<file path="src/rtl/sar_adc_ctrl_if.sv">
// Control/readout bus of the SAR ADC controller: conversion request in, result out.
interface sar_adc_ctrl_if #(
  parameter int unsigned WIDTH    = 8,
  parameter int unsigned SETTLE_W = 12
);
  logic                start;
  logic                cont;
  logic [SETTLE_W-1:0] settle;
  logic                busy;
  logic                valid;
  logic [WIDTH-1:0]    result;

  // Requester side: launches conversions and captures results
  modport master (
    output start, cont, settle,
    input  busy, valid, result
  );

  // Controller side
  modport slave (
    input  start, cont, settle,
    output busy, valid, result
  );
endinterface

</file>
<file path="src/rtl/sar_adc_ctrl.sv">
// Successive-approximation ADC controller: walks trial codes on the R2R DAC from
// the MSB down, keeping each bit the synchronised comparator says is not too high.
module sar_adc_ctrl #(
  parameter int unsigned WIDTH    = 8,
  parameter int unsigned SETTLE_W = 12
) (
  input  logic             clk,
  input  logic             rst_n,
  sar_adc_ctrl_if.slave    bus,
  input  logic             comp,
  output logic [WIDTH-1:0] dac_code
);

  localparam int unsigned        IDX_W    = (WIDTH > 1) ? $clog2(WIDTH) : 1;
  localparam logic [IDX_W-1:0]   IDX_MSB  = IDX_W'(WIDTH - 1);
  localparam logic [WIDTH-1:0]   CODE_MSB = WIDTH'(1) << (WIDTH - 1);

  typedef enum logic [1:0] {
    IDLE   = 2'd0,
    SETTLE = 2'd1,
    DECIDE = 2'd2
  } state_e;

  state_e              state_q, state_d;
  logic [IDX_W-1:0]    idx_q, idx_d;
  logic [SETTLE_W-1:0] cnt_q, cnt_d;
  logic [WIDTH-1:0]    dac_code_q, dac_code_d;
  logic [WIDTH-1:0]    result_q, result_d;
  logic                busy_q, busy_d;
  logic                valid_q, valid_d;
  logic                comp_meta_q, comp_s_q;
  logic [WIDTH-1:0]    dec_code;

  // Two-flop synchroniser for the asynchronous comparator output
  always_ff @(posedge clk or negedge rst_n) begin
    if (!rst_n) begin
      comp_meta_q <= 1'b0;
      comp_s_q    <= 1'b0;
    end else begin
      comp_meta_q <= comp;
      comp_s_q    <= comp_meta_q;
    end
  end

  // State and datapath registers
  always_ff @(posedge clk or negedge rst_n) begin
    if (!rst_n) begin
      state_q    <= IDLE;
      idx_q      <= IDX_MSB;
      cnt_q      <= '0;
      dac_code_q <= '0;
      result_q   <= '0;
      busy_q     <= 1'b0;
      valid_q    <= 1'b0;
    end else begin
      state_q    <= state_d;
      idx_q      <= idx_d;
      cnt_q      <= cnt_d;
      dac_code_q <= dac_code_d;
      result_q   <= result_d;
      busy_q     <= busy_d;
      valid_q    <= valid_d;
    end
  end

  // Next-state logic: launch, per-bit settle wait, and bit decision
  always_comb begin
    state_d    = state_q;
    idx_d      = idx_q;
    cnt_d      = cnt_q;
    dac_code_d = dac_code_q;
    result_d   = result_q;
    busy_d     = busy_q;
    valid_d    = 1'b0;

    // Current trial with the bit under test dropped if the DAC overshot vin
    dec_code = dac_code_q;
    if (!comp_s_q) dec_code[idx_q] = 1'b0;

    case (state_q)
      IDLE: begin
        dac_code_d = result_q;
        busy_d     = 1'b0;
        if (bus.start) begin
          dac_code_d = CODE_MSB;
          idx_d      = IDX_MSB;
          cnt_d      = '0;
          busy_d     = 1'b1;
          state_d    = SETTLE;
        end
      end

      SETTLE: begin
        if (cnt_q == bus.settle) begin
          cnt_d   = '0;
          state_d = DECIDE;
        end else begin
          cnt_d = cnt_q + SETTLE_W'(1);
        end
      end

      DECIDE: begin
        if (idx_q != '0) begin
          dac_code_d                      = dec_code;
          dac_code_d[idx_q - IDX_W'(1)]   = 1'b1;
          idx_d                           = idx_q - IDX_W'(1);
          state_d                         = SETTLE;
        end else begin
          result_d = dec_code;
          valid_d  = 1'b1;
          if (bus.cont) begin
            dac_code_d = CODE_MSB;
            idx_d      = IDX_MSB;
            state_d    = SETTLE;
          end else begin
            dac_code_d = dec_code;
            busy_d     = 1'b0;
            state_d    = IDLE;
          end
        end
      end

      default: state_d = IDLE;
    endcase
  end

  assign dac_code   = dac_code_q;
  assign bus.busy   = busy_q;
  assign bus.valid  = valid_q;
  assign bus.result = result_q;

endmodule
</file>
<file path="src/flat_wrapper.sv">
// flat-port wrapper written by rule: the top's interface ports become plain ports
module sar_adc_ctrl_flat 
#(
  parameter int unsigned WIDTH    = 8,
  parameter int unsigned SETTLE_W = 12
)
  (clk, rst_n, comp, dac_code, bus_start, bus_cont, bus_settle, bus_busy, bus_valid, bus_result);
  sar_adc_ctrl_if #(.WIDTH(WIDTH), .SETTLE_W(SETTLE_W)) bus_i ();
  input  logic clk;
  input  logic rst_n;
  input  logic comp;
  output logic [WIDTH-1:0] dac_code;
  input wire logic [$bits(bus_i.start)-1:0] bus_start;
  input wire logic [$bits(bus_i.cont)-1:0] bus_cont;
  input wire logic [$bits(bus_i.settle)-1:0] bus_settle;
  output wire logic [$bits(bus_i.busy)-1:0] bus_busy;
  output wire logic [$bits(bus_i.valid)-1:0] bus_valid;
  output wire logic [$bits(bus_i.result)-1:0] bus_result;
  assign bus_i.start = bus_start;
  assign bus_i.cont = bus_cont;
  assign bus_i.settle = bus_settle;
  assign bus_busy = bus_i.busy;
  assign bus_valid = bus_i.valid;
  assign bus_result = bus_i.result;
  sar_adc_ctrl #(.WIDTH(WIDTH), .SETTLE_W(SETTLE_W)) u_core (.clk(clk), .rst_n(rst_n), .bus(bus_i), .comp(comp), .dac_code(dac_code));
endmodule
</file>
<file path="config.mk">
export PLATFORM = sky130hd
export DESIGN_NAME = sar_adc_ctrl_flat
export DESIGN_NICKNAME = d
export VERILOG_FILES = /design/src/rtl/sar_adc_ctrl_if.sv /design/src/rtl/sar_adc_ctrl.sv /design/src/flat_wrapper.sv
export SDC_FILE = /design/constraint.sdc
export NUM_CORES = 1
export LEC_CHECK = 0
export ABC_AREA = 1
export CORE_ASPECT_RATIO = 0.6
export CORE_MARGIN = 1.5
export CORE_UTILIZATION = 54
export CTS_BUF_LIST = sky130_fd_sc_hd__clkbuf_16
export CTS_CLUSTER_DIAMETER = 50
export DETAILED_ROUTE_END_ITERATION = 10
export PLACE_DENSITY = 0.9
export SLEW_MARGIN = 20
export SYNTH_ARGS = -nofsm -noshare
export SYNTH_HDL_FRONTEND = slang
export SYNTH_SLANG_ARGS = --single-unit
</file>
<file path="constraint.sdc">
create_clock -name clk -period 2.2 [get_ports clk]
set_clock_uncertainty 0.15 [all_clocks]
set_input_delay 0.44 -clock clk [delete_from_list [all_inputs] [get_ports clk]]
set_output_delay 0.44 -clock clk [all_outputs]
set_load 0.01 [all_outputs]
</file>
---- After elaboration in Yosys (flattened, before gate mapping) ----
Cells that the tools add are included.
storage, ports and cells
  register bits ........................... 37
  input bits .............................. 17
  output and inout port bits .............. 18
operators by class
  add/sub/neg operators ................... 2
  order comparisons ....................... 4
  equality and inequality tests ........... 8
  muxes and demuxes ....................... 27
  bitwise gates (word level) .............. 4
  reductions and logical operators ........ 11
operators by type and width
  operator                                                    count
  two-way mux 8 bit                                           4
  two-way mux 12 bit                                          2
  case mux 12 bit (2 select lines)                            1
  case mux 8 bit (2 select lines)                             1
  adder 12 x 1 -> 12 bit, second input constant               1
  equality test 12 bit                                        1
  two-way mux 3 bit                                           3
  bitwise AND 8 bit                                           1
  less-than comparator 3 x 4 -> 1 bit, second input constant  2
  two-way mux 1 bit                                           8
  NOT 8 bit                                                   1
  OR 8 bit                                                    1
  demux 1 bit (select 3 bit)                                  2
  >= comparator 3 x 1 -> 1 bit, second input constant         2
  two-way mux 2 bit                                           3
  inequality test 2 bit, second input constant                3
  case mux 2 bit (3 select lines)                             1
  case mux 3 bit (2 select lines)                             1
  AND reduction 2 bit                                         3
  AND reduction 3 bit                                         2
  nonzero test 2 bit                                          2
  inequality test 3 x 2 -> 1 bit, second input constant       1
  nonzero test 3 bit                                          1
  subtractor 3 x 1 -> 3 bit, second input constant            1
  7 further kinds                                             8

---- Longest topological paths before layout ----
Gate-level depths: netlist of run 1.
  word-level depth ........................ 10
  mapped depth ............................ 9

---- Least setup slack after synthesis of run 1 ----
Ideal clock, no wire load.
  path kind ............................... register -> register
  start point ............................. register u_core.idx_q[0]
  end point ............................... register u_core.dac_code_q[7] (netlist: u_core.dac_code[7])
  library setup time ...................... 0.066 ns
  data arrival time ....................... 1.414 ns
  required time ........................... 1.984 ns
  setup slack ............................. 0.571 ns
  stages on the path, launching flop included .. 8
  buffers on the path ..................... 0
  cell sequence ........................... dfstp_2 > inv_1 > ha_1 > inv_1 > nand2_1 > o211ai_1 > nand2_1 > nand2_1
on the way
  word-level cells in the longest chain between the ends .. 10
  elaborated cells on any way between the ends .. 19
ends and longest elaborated chain
  what                                                                         RTL line             text
  from (decl)                                                                  sar_adc_ctrl.sv:25   logic [IDX_W-1:0] idx_q, idx_d;
  from (signal assigned)                                                       sar_adc_ctrl.sv:57   idx_q <= idx_d;
  branches (longest 8 deep; another with less-than comparator 3 x 4 -> 1 bit)  --
  two-way mux 8 bit (*)                                                        sar_adc_ctrl.sv:103  if (idx_q != '0) begin
  case mux 8 bit (2 select lines) (*)                                          sar_adc_ctrl.sv:80   case (state_q)
  to (signal assigned)                                                         sar_adc_ctrl.sv:59   dac_code_q <= dac_code_d;
  to (decl)                                                                    sar_adc_ctrl.sv:27   logic [WIDTH-1:0] dac_code_q, dac_code_d;
Every way passes the cells marked *.
A chain may end at the register's enable or synchronous reset.

---- Final worst setup path of run 1 ----
  start point ............................. register u_core.idx_q[0]
  end point ............................... register u_core.dac_code_q[2] (netlist: u_core.dac_code[2])
Same word-level chain as after synthesis.

==> Implementation_results.wiki, run 1 <==
{| class="wikitable"
! Metric !! Value
|-
| Maximum clock insertion buffer count || 2
|-
| Total routing resource utilization after global routing || 0.263
|-
| Number of pins with negative max-slew slack in the final report || 0
|-
| Fraction of synthesized area in multiplexers || 0
|-
| Number of antenna violations at the first check in global routing || 0
|-
| Ys Warns || 0
|-
| Max Freq || 529 MHz
|-
| Required arrival time at the worst endpoint || 2240 ps
|-
| Share of flip-flops with an asynchronous set or reset || 1.00
|-
| Cell Area, Synth || 0.00235 mm^2
|-
| Main synth FF type || dfrtp_1
|-
| TritonCTS clock tree || done
|-
| Crit start category || flop
|-
| Count of placed standard cells including taps || 397
|-
| Number of standard cells after synthesis || 306
|-
| Fraction of post-synthesis cell area in the top cell type by area || 0.362
|-
| Path class of the lowest-slack min-delay path || reg -> reg
|-
| Register bit total from synthesis || 37
|-
| Detail Route Antenna Nets || 0
|-
| Data arrival at the endpoint of the critical path || 1930 ps
|-
| Final clock period utilization by the worst path || 0.859
|-
| Dpl hpwl || 4.35 mm
|-
| Footprint of the multi-input gates || 0.00119 mm^2
|-
| Total area of sequential cells || 930 um^2
|-
| First-pass detailed-route iteration total || 4
|-
| Number of buffers inserted during clock tree synthesis || 5
|-
| Number of nets in the synthesized netlist || 326
|-
| Shortest period the worst path allows || 1890 ps
|-
| Wire length of the first global-routing pass || 9.11 mm
|-
| Final hold violation count || 0
|-
| Clock slew at reported path FFs || 50 ps
|-
| Maximum number of pins on one net before global-route repair || 38
|-
| Worst IR drop on VDD || 0.334 mV
|-
| CTS Sinks || 37
|-
| Share of the synthesized area in compound gates (AO/OA/AOI/OAI) || 0.0888
|-
| Horizontal die dimension || 88.2 um
|-
| Number of endpoints failing setup at the final stage || 0
|-
| Post-cts gate resize count || 0
|-
| Sequential share of the synthesized area || 0.395
|-
| Layout Cells excl Fill || 406
|-
| Post-DR vias/cell || 5.38
|-
| Tightest Pin Transition || 454 ps
|-
| Site Rows || 18
|-
| Die Outline Area || 0.00477 mm^2
|-
| Standby leakage power || 0.00140 uW
|-
| GR Overflow Total || 0
|-
| Total via count in the routed design || 2184
|-
| Height of the die || 54.1 um
|-
| Maximum level of the CTS H-tree || 2
|-
| Starting density of the core || 0.568
|-
| Std-Cell Core Area || 0.00414 mm^2
|-
| Setup repair after global routing missed its margin || no
|-
| IO buf count || 34
|-
| Root buf cell || clkbuf_16
|-
| Synth Area in XOR/XNOR || 0.0590
|-
| Share of synthesized cell area in and, or, nand and nor gates || 0.344
|-
| Post-synth top area cell || dfrtp_1
|-
| Main combinational cell family by area after synthesis || simple AND/OR/NAND/NOR gates
|-
| Clock latency on the worst-skew pair || 280 ps
|-
| Maximum fanout along the worst path || 6
|-
| Number of DRC violations after detailed-routing iteration 0 || 212
|-
| Number of filler cells placed in the layout || 318
|-
| Number of diodes added for antenna fixing || 0
|-
| Critical path class || reg -> reg
|-
| Top cells by area in the synthesized netlist || dfrtp_1 36%, nand2_1 18%, inv_1 5.4%
|-
| Overall routed net length || 5.80 mm
|-
| Area Growth Syn to Fin || 22.9%
|-
| Distinct cells, synth || 34
|-
| Count of hold-fix buffers inserted at cts || 1
|-
| Nets@finish || 365
|-
| Power density of the placed cells || 769 mW/mm^2
|-
| Average wire length per cell after detail routing || 14.3 um
|-
| Worst setup EP type || flop
|-
| Setup TNS after final layout || 0 ps
|-
| Fraction of final layout cells with drive strength greater than 1 || 0.145
|-
| Post-synthesis area per instance || 7.69 um^2
|-
| Detailed-route DRC error count || 0
|-
| Placer congestion estimate || 1.04
|-
| Vias in the first global route || 1945
|-
| Top Ports || 35
|-
| Count of flip-flops with a built-in enable after synthesis || 0
|-
| Relative slew slack || 0.698
|-
| Maximum capacitance violations || 0
|-
| Run status || complete, no violations
|-
| Fraction of the mapped netlist area in adder cells || 0.0160
|-
| Number of setup buffers added after CTS || 0
|}
==> Yosys cell counts (3+ instances only) <==
cell type,number
o21ai_0,7
nand3_2,9
a21oi_1,3
buf_4,4
dfstp_2,3
nand3_1,12
xnor2_1,10
dfrtp_1,34
ha_1,3
nand2_1,112
o21ai_1,3
nor2_1,16
xor2_1,4
o21ai_2,4
clkinv_1,5
inv_1,34
o22ai_1,4
nand4_1,6
nor2_4,8
inv_2,6
==> report_power, final <==
part,switching [uW],leakage (uW),internal (uW)
logic,370,0.000844,282
registers,138,0.000483,771
clock network,257,0.0000738,407
==> kinds of logic after synthesis <==
kind of cell	after synthesis
fa+ha+maj	3
compound gates	30
xor+xnor	15
flops	37
simple gates	169
buf+inv	52
==> worst max-delay path: stages (launching register included) <==
cell and delay, ps:
dfstp_2 580, inv_1 130, ha_1 240, inv_1 100, nor2_4 50, nor2_4 220
nand2_2 80, clkinv_1 80, nand3_1 80, o2111ai_1 90
==> worst paths after layout <==
check	startpoint	to	slack (ps)	cells past startpoint
setup / recovery	u_core.idx_q[0]	u_core.dac_code[2]	310	9
hold / removal	u_core.comp_meta_q	u_core.comp_s_q	200	0
setup reg to reg	u_core.idx_q[0]	u_core.dac_code[2]	310	9
hold reg to reg	u_core.comp_meta_q	u_core.comp_s_q	200	0
max in group asynchronous	rst_n	u_core.idx_q[2]	1140	3
min in group asynchronous	rst_n	u_core.cnt_q[8]	500	3
==> metrics by stage <==
stage          total power (uW)  cell area, um^2  hold WS [ps]  setup slack, ps   util
2_1_floorplan              1340             2350         -5.59              571      -
3_3_place_gp               1520             2750           182              217  0.662
3_5_place_dp               1550             2750           186              108  0.662
4_1_cts                    2220             2890           199              337  0.698
5_1_grt                    2340             2890           205              209  0.698
6_report                   2220             2890           203              310  0.698
==> layer usage <==
layer	part of all wire	vias to the layer above	global-route usage
met1	0.47	1044	0.379
met4	0.017	0	0.117
met2	0.44	84	0.385
met3	0.067	11	0.0552
met5	0	-	0
li1	-	1045	-
==> cells in the final DEF (no fill, tap or decap), drive strengths merged, types with 6 or more instances in the layout <==
cell	count
clkdlybuf4s50	33
clkinv	6
dfrtp	34
inv	43
nand2	116
nand3	21
nand4	6
nor2	25
o21ai	14
xnor2	11
==> layout make-up <==
cell class              instances  area share
clock buffers                   5      0.0433
multi-input cells             217       0.413
flip-flops and latches         37       0.322
repair buffers                 38       0.132
well taps                      60      0.0260
inverters                      46      0.0606
clock inverters                 3     0.00389
==> flip-flops by register name, summed over array words and instances, names as in the netlist <==
signal	flops
u_core.bus.result	8
u_core.comp_s_q	1
u_core.bus.valid	1
u_core.dac_code	8
u_core.bus.busy	1
u_core.cnt_q	12
u_core.state_q	2
u_core.idx_q	3
u_core.comp_meta_q	1
No activity file was read; power rests on OpenSTA's default activity.
==> run 2: changes to the inputs <==
Settings changed: HOLD_SLACK_MARGIN set to 0.15.
==> results of run 2 <==
No change in the layout: final DEF, timing and power equal those of run 1.
==> run 3: changes to the inputs <==
Settings changed: CORE_MARGIN 1.5 to not set, CORE_UTILIZATION 54 to 50, PLACE_DENSITY 0.9 to 0.85.
==> run 3 against run 2 <==
Compared with the run above: fmax grew 2.2%; first-iteration DRC count shrank 28%; cell count grew 0.25%; count of clock-buffer cells in the layout is the same; clock power is essentially flat; register-to-register slack gained 40 ps; die area grew 4.6%.
==> Implementation_results.wiki, run 3 (same netlist as run 1, synthesis figures left out) <==
{| class="wikitable"
! Metric !! Value
|-
| Worst IR drop on VDD || 0.414 mV (+24%)
|-
| Commonest non-fill, non-tap cells in the layout || 112 x nand2_1, 36 x inv_1, 34 x dfrtp_1
|-
| Post-DR vias/cell || 5.27 (-2.1%)
|-
| Root buf cell || clkbuf_16
|-
| Std-Cell Core Area || 0.00430 mm^2 (+3.8%)
|-
| Post-cts gate resize count || 0 (unchanged)
|-
| Clock slew at reported path FFs || 50 ps (about the same)
|-
| Design Area, Final || 0.00291 mm^2 (+0.69%)
|-
| Critical path class || reg -> reg
|-
| Total via count in the routed design || 2143 (-1.9%)
|-
| Final hold violation count || 0 (unchanged)
|-
| Number of pins with negative max-slew slack in the final report || 0 (unchanged)
|-
| Number of filler cells placed in the layout || 352 (+11%)
|-
| Path class of the lowest-slack min-delay path || reg -> reg
|-
| Wire length of the first global-routing pass || 8.98 mm (-1.5%)
|-
| Dpl hpwl || 4.30 mm (-1.0%)
|-
| Tightest Pin Transition || 479 ps (+25.5 ps)
|-
| Clk pwr share || 0.299 (about the same)
|-
| Fraction of final layout cells with drive strength greater than 1 || 0.147 (+0.00247)
|-
| Max Freq || 541 MHz (+2.2%)
|-
| Flip-flop count of the largest register after layout || 12 (unchanged)
|-
| Required arrival time at the worst endpoint || 2260 ps (+20 ps)
|-
| Number of setup buffers added after CTS || 0 (unchanged)
|-
| Number of antenna violations at the first check in global routing || 0 (unchanged)
|-
| Global routing usage on met2 || 0.343 (-0.0421)
|-
| Setup repair after global routing missed its margin || no
|-
| Standby leakage power || 0.00141 uW (+0.77%)
|-
| Horizontal die dimension || 90.6 um (+2.7%)
|-
| First-pass detailed-route iteration total || 4 (unchanged)
|-
| Met1 track demand over resource || 0.374 (-0.00490)
|-
| Number of buffers inserted during clock tree synthesis || 5 (unchanged)
|-
| Relative slew slack || 0.681 (-0.0170)
|-
| Relative contribution of combinational cells to total power || 0.296 (+0.003)
|-
| Detailed-route DRC error count || 0 (unchanged)
|-
| Net switching power || 754 uW (-1.4%)
|-
| Part of the power in registers || 0.405 (-0.003)
|-
| Area Growth Syn to Fin || 23.8%
|-
| Total routing resource utilization after global routing || 0.245 (-0.0180)
|-
| Vias in the first global route || 1759 (-9.6%)
|-
| Crit start category || flop
|-
| Total area of sequential cells || 930 um^2 (unchanged)
|-
| Average wire length per cell after detail routing || 13.8 um (-3.3%)
|-
| CTS Sinks || 37 (unchanged)
|-
| Busiest metal layer after global routing || met1
|-
| Internal power contribution || 1460 uW (+0.28%)
|-
| Register ranked first by flip-flop count || u_core.cnt_q
|-
| Die Outline Area || 0.00499 mm^2 (+4.6%)
|-
| Maximum number of pins on one net before global-route repair || 20 (-47%)
|-
| Placer congestion estimate || 0.951 (-8.2%)
|-
| Number of diodes added for antenna fixing || 0 (unchanged)
|-
| Nets@finish || 366 (+0.27%)
|-
| Number of DRC violations after detailed-routing iteration 0 || 153 (-28%)
|-
| Height of the die || 55.1 um (+1.9%)
|-
| Count of placed standard cells including taps || 398 (+0.25%)
|-
| Post-route worst hold slack || 211 ps (+8.06 ps)
|-
| Maximum capacitance violations || 0 (unchanged)
|-
| Setup TNS after final layout || 0 ps (unchanged)
|-
| Placed Instance Area || 0.00277 mm^2 (+0.73%)
|-
| Run status || complete, no violations
|-
| Final clock period utilization by the worst path || 0.840 (-0.0188)
|-
| Share of total power consumed by net switching || 0.340 (-0.00374)
|-
| Maximum fanout along the worst path || 6 (unchanged)
|-
| Maximum clock insertion buffer count || 2 (unchanged)
|-
| Most common cell after layout, fill and taps aside || nand2_1
|-
| Count of hold-fix buffers inserted at cts || 1 (unchanged)
|-
| IO buf count || 34 (unchanged)
|-
| GR Overflow Total || 0 (unchanged)
|-
| Power density of the placed cells || 762 mW/mm^2 (-0.98%)
|-
| Shortest period the worst path allows || 1850 ps (-41.4 ps)
|-
| Worst setup EP type || flop
|-
| Clock latency on the worst-skew pair || 280 ps (about the same)
|-
| Detail Route Antenna Nets || 0 (unchanged)
|-
| Maximum level of the CTS H-tree || 2 (unchanged)
|-
| Top Ports || 35 (unchanged)
|-
| Footprint of the multi-input gates || 0.00119 mm^2 (unchanged)
|-
| Starting density of the core || 0.547 (-0.0208)
|-
| Data arrival at the endpoint of the critical path || 1910 ps (-20 ps)
|-
| TritonCTS clock tree || done
|-
| Number of endpoints failing setup at the final stage || 0 (unchanged)
|-
| Global routing met3 resource utilization || 0.0396 (-0.0156)
|-
| Overall routed net length || 5.63 mm (-3.0%)
|-
| Layout Cells excl Fill || 407 (+0.25%)
|-
| Site Rows || 18 (unchanged)
|}
## run 3: worst paths after layout
check                                   start            endpoint  depth (start not counted)  slack, ps
min                        u_core.comp_meta_q     u_core.comp_s_q                          0        210
min in group asynchronous               rst_n    u_core.cnt_q[10]                          2        500
max                           u_core.idx_q[0]  u_core.dac_code[7]                          7        350
max in group asynchronous               rst_n  u_core.dac_code[7]                          3        940
max reg2reg                   u_core.idx_q[0]  u_core.dac_code[7]                          7        350
min reg2reg                u_core.comp_meta_q     u_core.comp_s_q                          0        210
## run 3: critical path, cell delays in order, from the launching register on
cell	delay, ps
dfstp_2	580
inv_1	120
ha_1	390
inv_1	130
nand2_1	100
o211ai_1	180
nand2_1	70
nand2_1	70
## run 3: final cells by class
cell class / count / share of cell area
timing repair buffer: 39 / 0.138
inverter: 46 / 0.0602
tap: 60 / 0.0258
clock buffer: 5 / 0.0430
multi-input combinational: 217 / 0.410
sequential: 37 / 0.319
clock inverter: 3 / 0.00387
## run 3: metal layers
metal,routed length [um],share of wire
met3,412,0.073
met5,0,0
met1,2880,0.51
met4,85,0.015
met2,2250,0.40
## run 3: metrics by stage
stage	worst slack [ps]	utilization	power [uW]
4_1_cts	365	0.677	2210
5_1_grt	215	0.677	2340
3_3_place_gp	146	0.643	1520
3_5_place_dp	129	0.643	1550
2_1_floorplan	571	-	1340
6_report	351	0.677	2220
## run 3: power by group through the flow
stage / sequential [uW] / clock (uW) / combinational [uW]
2_1_floorplan: 877 / 0 / 464
3_3_place_gp: 901 / 0 / 624
3_5_place_dp: 905 / 0 / 648
4_1_cts: 894 / 667 / 654
5_1_grt: 915 / 697 / 729
6_report: 898 / 663 / 656
